$ cat src/rtl/matmul5_seq.sv
`default_nettype none
// ============================================================================
// Module   : matmul5_seq
// Purpose  : Sequencer for a 5x5 signed 8-bit matrix multiply. It walks the
//            (row, col) pairs in row-major order over a handshaked dot-product
//            MAC. Optional MAC timeout is enabled by the MATSEQ_TIMEOUT_EN macro.
// Revision : 1.0 - initial release
// ============================================================================
module matmul5_seq #(
    parameter int MAC_TIMEOUT = 15
) (
    input  logic         clk,
    input  logic         rst,
    input  logic         start,
    input  logic [199:0] mat_a,
    input  logic [199:0] mat_b,
    output logic [199:0] mat_c,
    output logic         busy,
    output logic         done,
    output logic         ovf,
    output logic         err,
    output logic [39:0]  mac_a,
    output logic [39:0]  mac_b,
    output logic         mac_en,
    input  logic [7:0]   mac_result,
    input  logic         mac_overflow,
    input  logic         mac_done
);

    localparam logic [1:0] S_IDLE   = 2'd0;
    localparam logic [1:0] S_ISSUE  = 2'd1;
    localparam logic [1:0] S_GAP    = 2'd2;
    localparam logic [1:0] S_FINISH = 2'd3;

    if (MAC_TIMEOUT < 1 || MAC_TIMEOUT > 15) begin : g_timeout_range
        $error("MAC_TIMEOUT must fit the 4-bit wait counter (1..15)");
    end

    logic [1:0]   r_state;
    logic [2:0]   r_i;
    logic [2:0]   r_j;
    logic [199:0] r_a;
    logic [199:0] r_b;
    logic [4:0]   w_idx;
    logic         w_timeout;

    assign w_idx = {r_i, 2'b00} + {2'b00, r_i} + {2'b00, r_j};

`ifdef MATSEQ_TIMEOUT_EN
    logic [3:0] r_wait;
    logic       r_err;

    assign w_timeout = (r_state == S_ISSUE) && !mac_done && (r_wait == 4'(MAC_TIMEOUT));
    assign err       = r_err;

    // The wait counter restarts on every entry into ISSUE (from IDLE or GAP).
    always_ff @(posedge clk) begin
        if (rst) begin
            r_wait <= 4'd0;
            r_err  <= 1'b0;
        end else if (r_state == S_IDLE && start) begin
            r_wait <= 4'd0;
            r_err  <= 1'b0;
        end else if (r_state == S_GAP) begin
            r_wait <= 4'd0;
        end else if (r_state == S_ISSUE && !mac_done) begin
            if (w_timeout) begin
                r_err <= 1'b1;
            end else begin
                r_wait <= r_wait + 4'd1;
            end
        end
    end
`else
    assign w_timeout = 1'b0;
    assign err       = 1'b0;
`endif

    assign busy   = (r_state != S_IDLE);
    assign done   = (r_state == S_FINISH);
    assign mac_en = (r_state == S_ISSUE) && !w_timeout;

    // Operand muxes: mac_a byte k = A[i][k], mac_b byte k = B[k][j].
    always_comb begin
        mac_a = '0;
        mac_b = '0;
        for (int k = 0; k < 5; k++) begin
            for (int r = 0; r < 5; r++) begin
                if (r_i == 3'(r)) mac_a[8*k +: 8] = r_a[8*(5*r+k) +: 8];
                if (r_j == 3'(r)) mac_b[8*k +: 8] = r_b[8*(5*k+r) +: 8];
            end
        end
    end

    always_ff @(posedge clk) begin
        if (rst) begin
            r_state <= S_IDLE;
            r_i     <= 3'd0;
            r_j     <= 3'd0;
            r_a     <= '0;
            r_b     <= '0;
            mat_c   <= '0;
            ovf     <= 1'b0;
        end else begin
            case (r_state)
                S_IDLE: begin
                    if (start) begin
                        r_a     <= mat_a;
                        r_b     <= mat_b;
                        mat_c   <= '0;
                        ovf     <= 1'b0;
                        r_i     <= 3'd0;
                        r_j     <= 3'd0;
                        r_state <= S_ISSUE;
                    end
                end
                S_ISSUE: begin
                    if (mac_done) begin
                        for (int n = 0; n < 25; n++) begin
                            if (w_idx == 5'(n)) mat_c[8*n +: 8] <= mac_result;
                        end
                        ovf     <= ovf | mac_overflow;
                        r_state <= S_GAP;
                    end else if (w_timeout) begin
                        r_state <= S_FINISH;
                    end
                end
                S_GAP: begin
                    if (r_j == 3'd4) begin
                        r_j <= 3'd0;
                        if (r_i == 3'd4) begin
                            r_i     <= 3'd0;
                            r_state <= S_FINISH;
                        end else begin
                            r_i     <= r_i + 3'd1;
                            r_state <= S_ISSUE;
                        end
                    end else begin
                        r_j     <= r_j + 3'd1;
                        r_state <= S_ISSUE;
                    end
                end
                default: r_state <= S_IDLE;
            endcase
        end
    end

endmodule
`default_nettype wire

$ cat config.mk
export PLATFORM = sky130hd
export DESIGN_NAME = matmul5_seq
export DESIGN_NICKNAME = d
export VERILOG_FILES = /design/src/rtl/matmul5_seq.sv
export SDC_FILE = /design/constraint.sdc
export NUM_CORES = 1
export LEC_CHECK = 0
export BUFFER_PORTS_ARGS = -buffer_cell sky130_fd_sc_hd__buf_2
export CAP_MARGIN = 10
export CORE_AREA = 2 2 271 273
export DETAILED_ROUTE_END_ITERATION = 10
export DIE_AREA = 0 0 273 275
export HOLD_SLACK_MARGIN = 0.12
export PLACE_DENSITY = 0.61
export SKIP_CTS_REPAIR_TIMING = 1
export SLEW_MARGIN = 20
export SYNTH_ARGS = -nofsm -noshare
export SYNTH_HDL_FRONTEND = slang
export SYNTH_SLANG_ARGS = --single-unit
$ cat constraint.sdc
create_clock -name clk -period 3 [get_ports clk]
set_input_delay 0.3 -clock clk [delete_from_list [all_inputs] [get_ports clk]]
set_output_delay 0.3 -clock clk [all_outputs]
set_load 0.005 [all_outputs]
Yosys cells after proc, flatten, opt, wreduce, memory -nomap -nowiden --
Cells that the tools add are included.
Storage, ports and cells: register bits 609, input bits 413, output and inout bits 285, word-level logic and storage cells 228
Operators by class: $add $sub $neg 4, equal/unequal tests 63, muxes and demuxes 92, bitwise logic cells 1, reductions and logical operators 37
Operators by type and width (number):
- two-way mux 8 bit | 75
- two-way mux 200 bit | 2
- one-hot mux 200 bit (2 select lines) | 1
- AND reduction 4 bit | 25
- inequality test 2 x 1 -> 1 bit, second input constant | 26
- equality test 5 bit, second input constant | 9
- equality test 5 x 4 -> 1 bit, second input constant | 8
- equality test 5 x 3 -> 1 bit, second input constant | 4
- equality test 3 x 2 -> 1 bit, second input constant | 4
- two-way mux 3 bit | 4
- one-hot mux 3 bit (2 select lines) | 2
- adder 5 x 3 -> 5 bit | 2
- equality test 5 x 2 -> 1 bit, second input constant | 2
- two-way mux 2 bit | 4
- adder 3 x 1 -> 3 bit, second input constant | 2
- equality test 3 x 1 -> 1 bit, second input constant | 2
- equality test 3 bit, second input constant | 2
- logical NOT 3 bit | 2
- one-hot mux 2 bit (3 select lines) | 1
- AND reduction 2 bit | 3
- AND reduction 3 bit | 2
- nonzero test 2 bit | 3
- equality test 5 x 1 -> 1 bit, second input constant | 1
- logical NOT 5 bit | 1
- other kinds (7) | 10

Longest topological paths before layout --
depth after elaboration 6, depth in mapped cells 10, gate-level depth less buffers 8

Least setup slack after synthesis --
No wires, ideal clock.
path kind reg-to-reg, start register r_i[0], end register mat_c[7], library setup time 0.120 ns, arrival 2.811 ns, required time 2.880 ns, path slack 0.069 ns, stages on the path, launching flop included 9, path buffers 1, clock period less this slack 2.931 ns, cells stage by stage dfxtp_1 fa_1 fa_1 clkbuf_1 nor2_1 nand3_1 mux2i_4 nor3_1 a211o_1
Between the ends: word-level cells in the longest chain between the ends 5
Ends and longest elaborated chain:
- start, declared | RTL line 40 | logic [2:0] r_i;
- start signal, assigned | RTL line 135 | r_i <= r_i + 3'd1;
- adder 5 x 3 -> 5 bit (2 in series) | RTL line 47 | assign w_idx = {r_i, 2'b00} + {2'b00, r_i} + {2'b00, r_j};
- logical NOT 5 bit | RTL line 120 | if (w_idx == 5'(n)) mat_c[8*n +: 8] <= mac_result;
- inequality test 2 x 1 -> 1 bit (no line)
- AND reduction 4 bit (no line)
- end signal, assigned by index | RTL line 120
- end, declared | RTL line 17 | output logic [199:0] mat_c,
Every way passes these cells. A chain may end at the register's enable or synchronous reset.

Final worst setup path --
start register r_i[0], end register mat_c[184]
Between the ends: word-level cells in the longest chain between the ends 5
Ends and longest elaborated chain (RTL line):
- adder 5 x 3 -> 5 bit (2 in series) | 47
- equality test 5 bit | 120
- inequality test 2 x 1 -> 1 bit (no line)
- AND reduction 4 bit (no line)
Every way passes these cells.

==> impl_metrics.toml <==
[place]
place_inst = 4627
dp_worst_setup_slack_ns = -0.0742
placed_area_sq_um = 30100
post-dp-hpwl_microns = 66100
port-buffer-count = 696
gp_congestion = 0.872

[logic_synthesis]
yosys.area.top_type = "dfxtp_1"
synth.area.top_cells = "dfxtp_1, nand2_1, a21oi_1"
syn-cell-area_sq_um = 25500
synth_common_cells = "nand2_1, dfxtp_1, a21oi_1"
synthCells = 3136
synth_top_area_frac = 0.478
yosys_warnings = 0
synth_edf_count = 0
ys_seq_area_frac = 0.478
avgSynthCellArea_sq_um = 8.13
synth_most_common_cell = "nand2_1"
synth_fp_nets = 3566
synth-async-reset-ratio = 0
yosysUniqueCellTypes = 65
ys_ff_latch = 609
ys.flop_type = "dfxtp_1"

[power]
p_per_area_nw_per_um2 = 526
pwr-share-seq = 0.443
power.leakage_nw = 15.3
p_clk_frac = 0.439
pwr-share-comb = 0.118
p_sw_w = 0.00501
netSwitchingFraction = 0.257
finalPower_w = 0.0195
internal_power_w = 0.0145
ir_drop_mv = 0.350

[final_layout]
drive_above_1_share = 0.242
fillers = 6677
areaGrowthSynthToFinish_pct = 45.4
final_cells = 5173
nets = 4592
fin_area_sq_um = 37100
multi_input_area_sq_um = 12400
final-seq-area_sq_um = 12200

[clock_tree]
clk_pin_slew_ns = 0.06
cts_buffer_depth = 3
numCtsBuffers = 67
cts_tree = "done"
h-tree-depth = 3
cts_sinks = 609
clock-root-buffer = "clkbuf_16"
clock_latency_ns = 0.61

[routing]
dr_total_vias = 27571
ant_nets = 0
drc = 0
wl_per_cell_microns = 20.0
drt_first_iter_violations = 2435
drtPass1Iterations = 6
vias_per_cell = 5.33
totalWireLength_microns = 104000

[die]
die_y_microns = 275
row_count = 99
die_area_sq_um = 75100
die_x_microns = 273
start_util = 0.352
io_pins = 698
core_area_sq_um = 72300

[critical_path]
path_buf_inv = 0
cpPeakStageDelay_ns = 0.73
slowest_stage = "fa_2"
crit_path_start_kind = "register"
critPathKind = "reg -> reg"
cp.required_ns = 3.48
arrival_ns = 3.43
crit_chain = "fa_1, fa_2, nand2_2, or3_1, mux2_2, a21oi_4, o22ai_1"
cp-end-kind = "register"
worstPathMaxFanout = 12
critPathTopFamily = "adder cells"

[run_status]
outcome = "finished clean"

[timing]
fin_ws_ns = 0.0524
final.setup_skew_ns = 0.0164
rsz0062_at_grt = "true"
hold_viol = 0
fmax_mhz = 339
maxSlewViolCount = 0
maxSlewHeadroom = 0.227
fin_crit_ns = 2.95
finalCritPeriodShare = 0.983
finalSetupViolCount = 0
worst_slew_pin_slew_ns = 1.16

[global_routing]
antenna_found_initial = 7
grt_pass1_wl_microns = 138000
grt-ovfl-total = 0
grtUsageTotal = 0.236
grt_max_degree = 210
grt_pass1_vias = 23293

[run]
cap_viol_max_count = 0

[min_path]
hold_class = "in -> reg"
power groups by stage:
stage / Clock (W) / Combinational (W) / Sequential [W]
detailed placement: 0 / 0.00182 / 0.00881
global route: 0.00899 / 0.00249 / 0.00868
floorplan: 0 / 0.00105 / 0.00875
CTS: 0.00868 / 0.00183 / 0.00863
finish: 0.00855 / 0.00231 / 0.00865
global placement: 0 / 0.00181 / 0.00880
routing by layer:
| metal | part of all wire | global-route usage | vias to the layer above |
|---|---|---|---|
| li1 | - | - | 12951 |
| met1 | 0.41 | 0.307 | 12985 |
| met2 | 0.47 | 0.384 | 1284 |
| met3 | 0.068 | 0.0433 | 347 |
| met4 | 0.051 | 0.105 | 4 |
| met5 | 0.00023 | 0 | - |
sequential cells by signal, indices dropped and copies added, names as in the netlist:
name,cells
ovf,1
r_state,2
r_b,200
r_a,200
r_i,3
r_j,3
mat_c,200
worst paths after layout:
kind | from | to | slack, ns | depth (start not counted)
worst min-delay path | mac_result[7] | mat_c[15] | 0.29 | 3
worst max register to register | r_i[0] | mat_c[184] | 0.05 | 7
worst min register to register | mat_c[108] | mat_c[108] | 0.45 | 2
worst max-delay path | r_i[0] | mat_c[184] | 0.05 | 7
area by class of cell:
cell class / instances / share of cell area
diodes: 6 / 0.000405
flip-flops and latches: 609 / 0.329
clock buffers: 95 / 0.0527
clock inverters: 20 / 0.00847
inverters: 50 / 0.00506
repair buffers: 1224 / 0.237
multi-input cells: 2210 / 0.335
well taps: 959 / 0.0324
cell families after synthesis:
logic type	share of synthesized area
muxes	0.0134
other	0.000147
adders and majority gates	0.00893
and+or+nand+nor	0.190
DFF	0.478
AOI/OAI and AO/OA	0.259
xor gates and xnor gates	0.00128
buffers and inverters	0.0495
metrics by stage:
stage	util	hold WS (ns)	setup TNS, ns
floorplan	-	0.436	0
global placement	0.417	0.432	-0.176
detailed placement	0.417	0.439	-1.42
CTS	0.448	-0.114	-15.90
global route	0.512	0.284	-0.757
finish	0.512	0.292	0
cells in the final DEF (no fill, tap or decap), types with 35 or more instances in the layout:
cell,n
a22o_1,186
a31oi_1,67
a21oi_1,566
o22ai_1,35
dfxtp_1,607
inv_1,49
buf_2,695
o21ai_0,63
buf_4,92
dlygate4sd3_1,409
clkbuf_16,68
nand3b_1,85
nand2_1,895
worst reg2reg max path: cells and delay by family (launching register included):
family	cells	cell delay, ns
fa+ha+maj	2	1.25
flops	1	0.34
mux	1	0.36
compound gates	2	0.38
simple gates	2	0.51
No activity file was read; power rests on OpenSTA's default activity.
